[src/rtl/tiny_cpu_sequencer_pkg.sv]
// Shared TinyCPU definitions: instruction width, opcodes, the NOP word and
// the sequencer state encoding.
package tiny_cpu_pkg;

  localparam int IW = 12;

  localparam logic [3:0] OP_CLR  = 4'b0000;
  localparam logic [3:0] OP_WRA  = 4'b0001;
  localparam logic [3:0] OP_WRB  = 4'b0010;
  localparam logic [3:0] OP_MOVB = 4'b0011;
  localparam logic [3:0] OP_ADD  = 4'b0100;
  localparam logic [3:0] OP_SHR  = 4'b0110;
  localparam logic [3:0] OP_XOR  = 4'b1001;
  localparam logic [3:0] OP_CMP  = 4'b1011;
  localparam logic [3:0] OP_HALT = 4'b1110;
  localparam logic [3:0] OP_NOP  = 4'b1111;

  localparam logic [IW-1:0] NOP_WORD = {OP_NOP, 8'h00};

  typedef enum logic [1:0] {
    IDLE,
    ISSUE,
    DONE
  } seq_state_e;

endpackage

[src/rtl/tiny_cpu_sequencer_if.sv]
// Host-side bus of the program sequencer; Step exists only when
// TINY_SEQ_STEP_EN is defined.
interface tiny_seq_if
  import tiny_cpu_pkg::*;
#(
  parameter int AW = 4
);

  logic          Load_valid;
  logic [AW-1:0] Load_addr;
  logic [IW-1:0] Load_data;
  logic          Load_ready;
  logic [AW:0]   Prog_len;
  logic          Start;
  logic          Abort;
`ifdef TINY_SEQ_STEP_EN
  logic          Step;
`endif
  logic [IW-1:0] Instr;
  logic          Instr_valid;
  logic [AW-1:0] Pc;
  logic          Busy;
  logic          Done;

  modport master (
`ifdef TINY_SEQ_STEP_EN
    output Step,
`endif
    output Load_valid, Load_addr, Load_data, Prog_len, Start, Abort,
    input  Load_ready, Instr, Instr_valid, Pc, Busy, Done
  );

  modport slave (
`ifdef TINY_SEQ_STEP_EN
    input  Step,
`endif
    input  Load_valid, Load_addr, Load_data, Prog_len, Start, Abort,
    output Load_ready, Instr, Instr_valid, Pc, Busy, Done
  );

endinterface

[src/rtl/tiny_cpu_sequencer_progmem.sv]
// Program buffer: DEPTH x IW register file, synchronous write, asynchronous
// read. Contents are deliberately not reset.
module tiny_seq_progmem
  import tiny_cpu_pkg::*;
#(
  parameter int DEPTH = 16,
  parameter int AW    = 4
) (
  input  logic          Clk,
  input  logic          i_we,
  input  logic [AW-1:0] i_waddr,
  input  logic [IW-1:0] i_wdata,
  input  logic [AW-1:0] i_raddr,
  output logic [IW-1:0] o_rdata
);

  logic [IW-1:0] r_mem [DEPTH];

  always_ff @(posedge Clk) begin
    if (i_we) r_mem[i_waddr] <= i_wdata;
  end

  assign o_rdata = r_mem[i_raddr];

endmodule

[src/rtl/tiny_cpu_sequencer.sv]
// Program sequencer feeding the TinyCPU instruction input, one word per HOLD
// cycles. Optional macro TINY_SEQ_STEP_EN adds a Step input gating each advance.
module tiny_cpu_sequencer
  import tiny_cpu_pkg::*;
#(
  parameter int DEPTH = 16,
  parameter int AW    = 4,
  parameter int HOLD  = 4
) (
  input logic     Clk,
  input logic     Rst_n,
  tiny_seq_if.slave bus
);

  localparam int              HW        = (HOLD > 1) ? $clog2(HOLD) : 1;
  localparam logic [HW-1:0]   HOLD_LAST = HW'(HOLD - 1);
  localparam logic [AW:0]     DEPTH_W   = (AW+1)'(DEPTH);

  seq_state_e    r_state;
  logic [AW-1:0] r_pc;
  logic [AW:0]   r_len;
  logic [HW-1:0] r_holdCnt;
  logic [IW-1:0] r_instr;
  logic          r_instrValid;
  logic [AW-1:0] r_pcOut;
  logic          r_busy;
  logic          r_done;

  logic          w_loadEn;
  logic [IW-1:0] w_word;
  logic          w_isHalt;
  logic          w_lastPc;
  logic          w_advance;
  logic [AW:0]   w_clampLen;

  assign w_loadEn   = bus.Load_valid && !r_busy;
  assign w_isHalt   = (w_word[IW-1 -: 4] == OP_HALT);
  assign w_lastPc   = ({1'b0, r_pc} == (r_len - 1'b1));
  assign w_clampLen = (bus.Prog_len > DEPTH_W) ? DEPTH_W : bus.Prog_len;
`ifdef TINY_SEQ_STEP_EN
  assign w_advance  = (r_holdCnt == HOLD_LAST) && bus.Step;
`else
  assign w_advance  = (r_holdCnt == HOLD_LAST);
`endif

  tiny_seq_progmem #(.DEPTH(DEPTH), .AW(AW)) u_progmem (
    .Clk     (Clk),
    .i_we    (w_loadEn),
    .i_waddr (bus.Load_addr),
    .i_wdata (bus.Load_data),
    .i_raddr (r_pc),
    .o_rdata (w_word)
  );

  // Outputs trail the state by one edge, so Pc reports the address whose
  // word is currently on Instr rather than the read pointer.
  always_ff @(posedge Clk or negedge Rst_n) begin
    if (!Rst_n) begin
      r_state      <= IDLE;
      r_pc         <= '0;
      r_len        <= '0;
      r_holdCnt    <= '0;
      r_instr      <= NOP_WORD;
      r_instrValid <= 1'b0;
      r_pcOut      <= '0;
      r_busy       <= 1'b0;
      r_done       <= 1'b0;
    end else if (bus.Abort) begin
      r_state      <= IDLE;
      r_pc         <= '0;
      r_holdCnt    <= '0;
      r_instr      <= NOP_WORD;
      r_instrValid <= 1'b0;
      r_pcOut      <= '0;
      r_busy       <= 1'b0;
      r_done       <= 1'b0;
    end else begin
      r_done <= 1'b0;
      case (r_state)
        IDLE: begin
          r_instr      <= NOP_WORD;
          r_instrValid <= 1'b0;
          r_pcOut      <= '0;
          if (bus.Start) begin
            r_len     <= w_clampLen;
            r_pc      <= '0;
            r_holdCnt <= '0;
            if (w_clampLen != '0) begin
              r_state <= ISSUE;
              r_busy  <= 1'b1;
            end else begin
              r_state <= DONE;
            end
          end
        end
        ISSUE: begin
          r_pcOut <= r_pc;
          // A HALT word ends the run without ever reaching the CPU.
          if (w_isHalt) begin
            r_instr      <= NOP_WORD;
            r_instrValid <= 1'b0;
            r_state      <= DONE;
          end else begin
            r_instr      <= w_word;
            r_instrValid <= 1'b1;
            if (w_advance) begin
              r_holdCnt <= '0;
              if (w_lastPc) r_state <= DONE;
              else          r_pc    <= r_pc + 1'b1;
            end else if (r_holdCnt != HOLD_LAST) begin
              r_holdCnt <= r_holdCnt + 1'b1;
            end
          end
        end
        DONE: begin
          r_done       <= 1'b1;
          r_instr      <= NOP_WORD;
          r_instrValid <= 1'b0;
          r_pc         <= '0;
          r_pcOut      <= '0;
          r_busy       <= 1'b0;
          r_state      <= IDLE;
        end
        default: r_state <= IDLE;
      endcase
    end
  end

  assign bus.Load_ready  = !r_busy;
  assign bus.Instr       = r_instr;
  assign bus.Instr_valid = r_instrValid;
  assign bus.Pc          = r_pcOut;
  assign bus.Busy        = r_busy;
  assign bus.Done        = r_done;

endmodule

[src/flat_wrapper.sv]
// flat-port wrapper written by rule: the top's interface ports become plain ports
module tiny_cpu_sequencer_flat import tiny_cpu_pkg::*;
#(
  parameter int DEPTH = 16,
  parameter int AW    = 4,
  parameter int HOLD  = 4
)
  (Clk, Rst_n, bus_Load_valid, bus_Load_addr, bus_Load_data, bus_Prog_len, bus_Start, bus_Abort, bus_Load_ready, bus_Instr, bus_Instr_valid, bus_Pc, bus_Busy, bus_Done);
  tiny_seq_if #(.AW(AW)) bus_i ();
  input logic Clk;
  input logic Rst_n;
  input wire logic [$bits(bus_i.Load_valid)-1:0] bus_Load_valid;
  input wire logic [$bits(bus_i.Load_addr)-1:0] bus_Load_addr;
  input wire logic [$bits(bus_i.Load_data)-1:0] bus_Load_data;
  input wire logic [$bits(bus_i.Prog_len)-1:0] bus_Prog_len;
  input wire logic [$bits(bus_i.Start)-1:0] bus_Start;
  input wire logic [$bits(bus_i.Abort)-1:0] bus_Abort;
  output wire logic [$bits(bus_i.Load_ready)-1:0] bus_Load_ready;
  output wire logic [$bits(bus_i.Instr)-1:0] bus_Instr;
  output wire logic [$bits(bus_i.Instr_valid)-1:0] bus_Instr_valid;
  output wire logic [$bits(bus_i.Pc)-1:0] bus_Pc;
  output wire logic [$bits(bus_i.Busy)-1:0] bus_Busy;
  output wire logic [$bits(bus_i.Done)-1:0] bus_Done;
  assign bus_i.Load_valid = bus_Load_valid;
  assign bus_i.Load_addr = bus_Load_addr;
  assign bus_i.Load_data = bus_Load_data;
  assign bus_i.Prog_len = bus_Prog_len;
  assign bus_i.Start = bus_Start;
  assign bus_i.Abort = bus_Abort;
  assign bus_Load_ready = bus_i.Load_ready;
  assign bus_Instr = bus_i.Instr;
  assign bus_Instr_valid = bus_i.Instr_valid;
  assign bus_Pc = bus_i.Pc;
  assign bus_Busy = bus_i.Busy;
  assign bus_Done = bus_i.Done;
  tiny_cpu_sequencer #(.DEPTH(DEPTH), .AW(AW), .HOLD(HOLD)) u_core (.Clk(Clk), .Rst_n(Rst_n), .bus(bus_i));
endmodule
[config.mk]
export PLATFORM = sky130hd
export DESIGN_NAME = tiny_cpu_sequencer_flat
export DESIGN_NICKNAME = d
export VERILOG_FILES = /design/src/rtl/tiny_cpu_sequencer_pkg.sv /design/src/rtl/tiny_cpu_sequencer_if.sv /design/src/rtl/tiny_cpu_sequencer_progmem.sv /design/src/rtl/tiny_cpu_sequencer.sv /design/src/flat_wrapper.sv
export SDC_FILE = /design/constraint.sdc
export NUM_CORES = 1
export LEC_CHECK = 0
export ABC_AREA = 1
export CAP_MARGIN = 20
export CORE_MARGIN = 2
export CORE_UTILIZATION = 64
export DETAILED_ROUTE_END_ITERATION = 10
export MAX_ROUTING_LAYER = met4
export PLACE_DENSITY = 0.85
export SYNTH_ARGS = -nofsm -noshare
export SYNTH_HDL_FRONTEND = slang
export SYNTH_SLANG_ARGS = --single-unit
[constraint.sdc]
create_clock -name Clk -period 2.45 [get_ports Clk]
set_input_delay 0.49 -clock Clk [delete_from_list [all_inputs] [get_ports Clk]]
set_output_delay 0.49 -clock Clk [all_outputs]
set_load 0.01 [all_outputs]
==> results.py <==
metrics = {
    "outcome": {
        "status": "completed",
    },
    "pwr": {
        "internal_power_mw": 6.79,
        "vdd_drop_max_mv": 0.669,
        "power_mw": 8.89,
        "switching_share_pct": 23.7,
        "netSwitchingPower_mw": 2.10,
        "clockPowerShare_pct": 41.1,
        "p_per_area_mw_per_mm2": 805,
        "power_leakage_nw": 4.33,
        "p_seq_share_pct": 48.3,
        "p_comb_share_pct": 10.7,
    },
    "clock_tree": {
        "postCtsResizedCells": 0,
        "clock-sinks": 224,
        "cts-buffers-inserted": 23,
        "clk_latency_ps": 510,
        "hold_buffers": 0,
        "root_buffer": "clkbuf_16",
        "clk_path_buf_depth": 3,
        "cts_setup_buffers": 0,
        "cts_tree": "yes",
        "htreeDepth": 1,
        "clk_pin_slew_worst_paths_ps": 60,
    },
    "critical_path": {
        "path_common_cell": "nand2_2",
        "crit_required_ps": 2890,
        "worst_setup_path_end_kind": "flop",
        "cp_slowest_cell": "dfrtp_4",
        "criticalPathCategory": "reg2reg",
        "critPathLaunchType": "flop",
        "slowest_delay_ps": 580,
        "crit_chain": "inv_4, buf_4, a21oi_1, nor2_1, nand2_1, nand2_2, nor2_4, nand2_2, nand2_4, o21bai_1, inv_1",
        "critPathArrivalTime_ps": 2700,
        "worstPathMaxFanout": 24,
    },
    "sta": {
        "finalSetupViolCount": 0,
        "rsz0062_at_grt": "false",
        "fin_crit_ps": 2260,
        "setup-tns-final_ps": 0,
        "fmax_mhz": 442,
        "finClkSkew_ps": 11.4,
        "worst_slew_pin_slew_ps": 743,
        "worst_hold_slack_ps": 382,
        "slew_headroom_pct": 50.3,
        "fin_crit_sh_pct": 92.3,
        "drv_slew": 0,
        "hold_viol_final": 0,
    },
    "layout": {
        "layout.cells.most_common": "nand2_1",
        "design_area_sq_mm": 0.0110,
        "mostFrequentLayoutCells": "250 x nand2_1, 192 x edfxtp_1, 71 x nand3_1",
        "diodes": 0,
        "finalNetCount": 944,
        "area_delta_synth_final_pct": 17.8,
        "drive_above_1_share_pct": 11.9,
    },
    "synth": {
        "synth_compound_area_share_pct": 6.11,
        "synth_nets": 859,
        "synth_cell_types": 35,
        "async_flop_share_pct": 14.3,
        "synth-seq-cells": 224,
        "yosysSeqAreaShare_pct": 70.1,
        "muxShareOfSynthArea_pct": 0,
        "synth_adder_area_share_pct": 0.400,
        "synth_warnings": 0,
        "synth_top_family_by_area": "simple AND/OR/NAND/NOR gates",
        "synth_area_sq_mm": 0.00938,
        "synth_edf_count": 192,
        "synth_xor_area_share_pct": 0.560,
        "netlist_instances": 830,
        "synth_top_flop_cell": "edfxtp_1",
        "yosys.area_share.simple_pct": 18.3,
        "syn_avg_cell_area_sq_um": 11.3,
    },
    "floorplan": {
        "core_area_sq_mm": 0.0144,
        "initial_utilization_pct": 65.0,
        "dieHeight_um": 125,
        "die-area_sq_mm": 0.0156,
        "ios": 46,
        "die_w_um": 125,
        "core.rowCount": 44,
    },
    "routing": {
        "vias_per_cell": 6.13,
        "antenna_left": 0,
        "vias": 6841,
        "wl_per_cell_um": 20.8,
        "drt-pass1-iter-count": 9,
        "drc_errors": 0,
        "wl_um": 23200,
        "initialDrtViolationCount": 1039,
    },
    "global_routing": {
        "overflow": 0,
        "grt_max_degree": 50,
        "grt_pass1_wl_um": 35600,
        "antenna_found_initial": 0,
        "grt_pass1_vias": 6621,
        "grt_usage_pct": 30.5,
    },
    "run": {
        "max-cap-violations": 0,
    },
    "placed_design": {
        "io_buffers": 45,
        "dpl_cell_area_sq_mm": 0.0102,
        "dp.final_hpwl_um": 14700,
        "gp_congestion": 0.932,
    },
    "min_path": {
        "hold_class": "in2async",
    },
}
-- stage by stage --
step                cells  setup slack, ps  util (%)
floorplan             830              685         -
global placement     1074              324      71.1
detailed placement   1074              261      71.1
CTS                  1116              239      76.6
global route         1116             87.6      76.6
finish               1116              190      76.6
-- flip-flops by register name (all words and copies together), names as in the netlist --
name,flops
u_core.u_progmem.r_mem,192
u_core.bus.Instr,12
u_core.r_holdCnt,2
u_core.bus.Busy,1
u_core.r_len,5
u_core.r_pc,4
u_core.bus.Done,1
u_core.r_state,2
u_core.bus.Pc,4
u_core.bus.Instr_valid,1
-- area by class of cell --
class | count | area, sq um
Timing Repair Buffer | 99 | 881
Clock buffer | 30 | 664
Sequential cell | 224 | 6580
Multi-Input combinational cell | 518 | 2380
Inverter | 49 | 186
Fill cell | 813 | 3380
Tap cell | 184 | 230
Clock inverter | 12 | 135
-- critical path: cells and delay by family (launching register included) --
| family | cells | cell delay, ps |
|---|---|---|
| AND/OR/NAND/NOR | 6 | 700 |
| buffers and inverters | 3 | 660 |
| AO/OA/AOI/OAI | 2 | 240 |
| flip-flops | 1 | 580 |
-- Yosys cell counts (2+ instances only) --
cell type,count,area (sq um)
a21oi_1,51,255
a221oi_1,2,17.5
a22o_1,2,17.5
a22oi_1,18,135
buf_1,3,11.3
buf_2,12,60.1
buf_4,6,45.0
buf_6,8,90.1
clkbuf_1,10,37.5
dfrtp_1,28,701
dfstp_2,4,105
edfxtp_1,192,5770
ha_1,3,37.5
inv_1,44,165
inv_2,4,15.0
nand2_1,250,938
nand2_2,3,18.8
nand3_1,71,355
nand3b_1,2,15.0
nand4_1,6,37.5
nor2_1,62,233
nor2_4,3,33.8
nor3_1,6,30.0
o21ai_0,12,60.1
o21ai_1,12,60.1
o22ai_1,2,12.5
or2_2,2,12.5
xnor2_1,5,43.8
-- path summary, 6_finish.rpt --
path | startpoint | end | slack [ps] | depth (start not counted)
setup / recovery | u_core.r_pc[0] | u_core.bus.Instr[8] | 190 | 11
hold reg to reg | u_core.bus.Pc[2] | u_core.bus.Pc[2] | 490 | 2
setup reg to reg | u_core.r_pc[0] | u_core.bus.Instr[8] | 190 | 11
min in group Clk | u_core.bus.Pc[2] | u_core.bus.Pc[2] | 490 | 2
max in group asynchronous | Rst_n | u_core.bus.Instr[8] | 1740 | 2
hold / removal | Rst_n | u_core.r_pc[1] | 380 | 2
-- per-layer routing --
metal  up-vias  share of wire (%)  wire length [um]  GRT usage (%)
met5         -                  0                 0              -
met4         0                4.2               986           11.6
met3        86                 11              2600           7.15
met2       481                 48             11200           48.0
met1      3252                 36              8460           39.1
li1       3022                  -                 -              -
-- kinds of logic (layout without fill, tap and decap cells) --
family	Yosys count	after routing
AND/OR/NAND/NOR	408	408
flip-flops	224	224
AO/OA/AOI/OAI	101	101
buffers and inverters	88	190
XOR/XNOR	6	6
adder cells (fa/ha/maj)	3	3
-- power by group through the flow --
| stage | registers [mW] | clock network [mW] | logic [mW] |
|---|---|---|---|
| 2_1_floorplan | 4.36 | 0 | 0.582 |
| 3_3_place_gp | 4.37 | 0 | 0.891 |
| 3_5_place_dp | 4.37 | 0 | 0.914 |
| 4_1_cts | 4.29 | 3.67 | 0.932 |
| 5_1_grt | 4.30 | 3.82 | 1.03 |
| 6_report | 4.29 | 3.65 | 0.948 |
No activity file was read; power rests on OpenSTA's default activity.
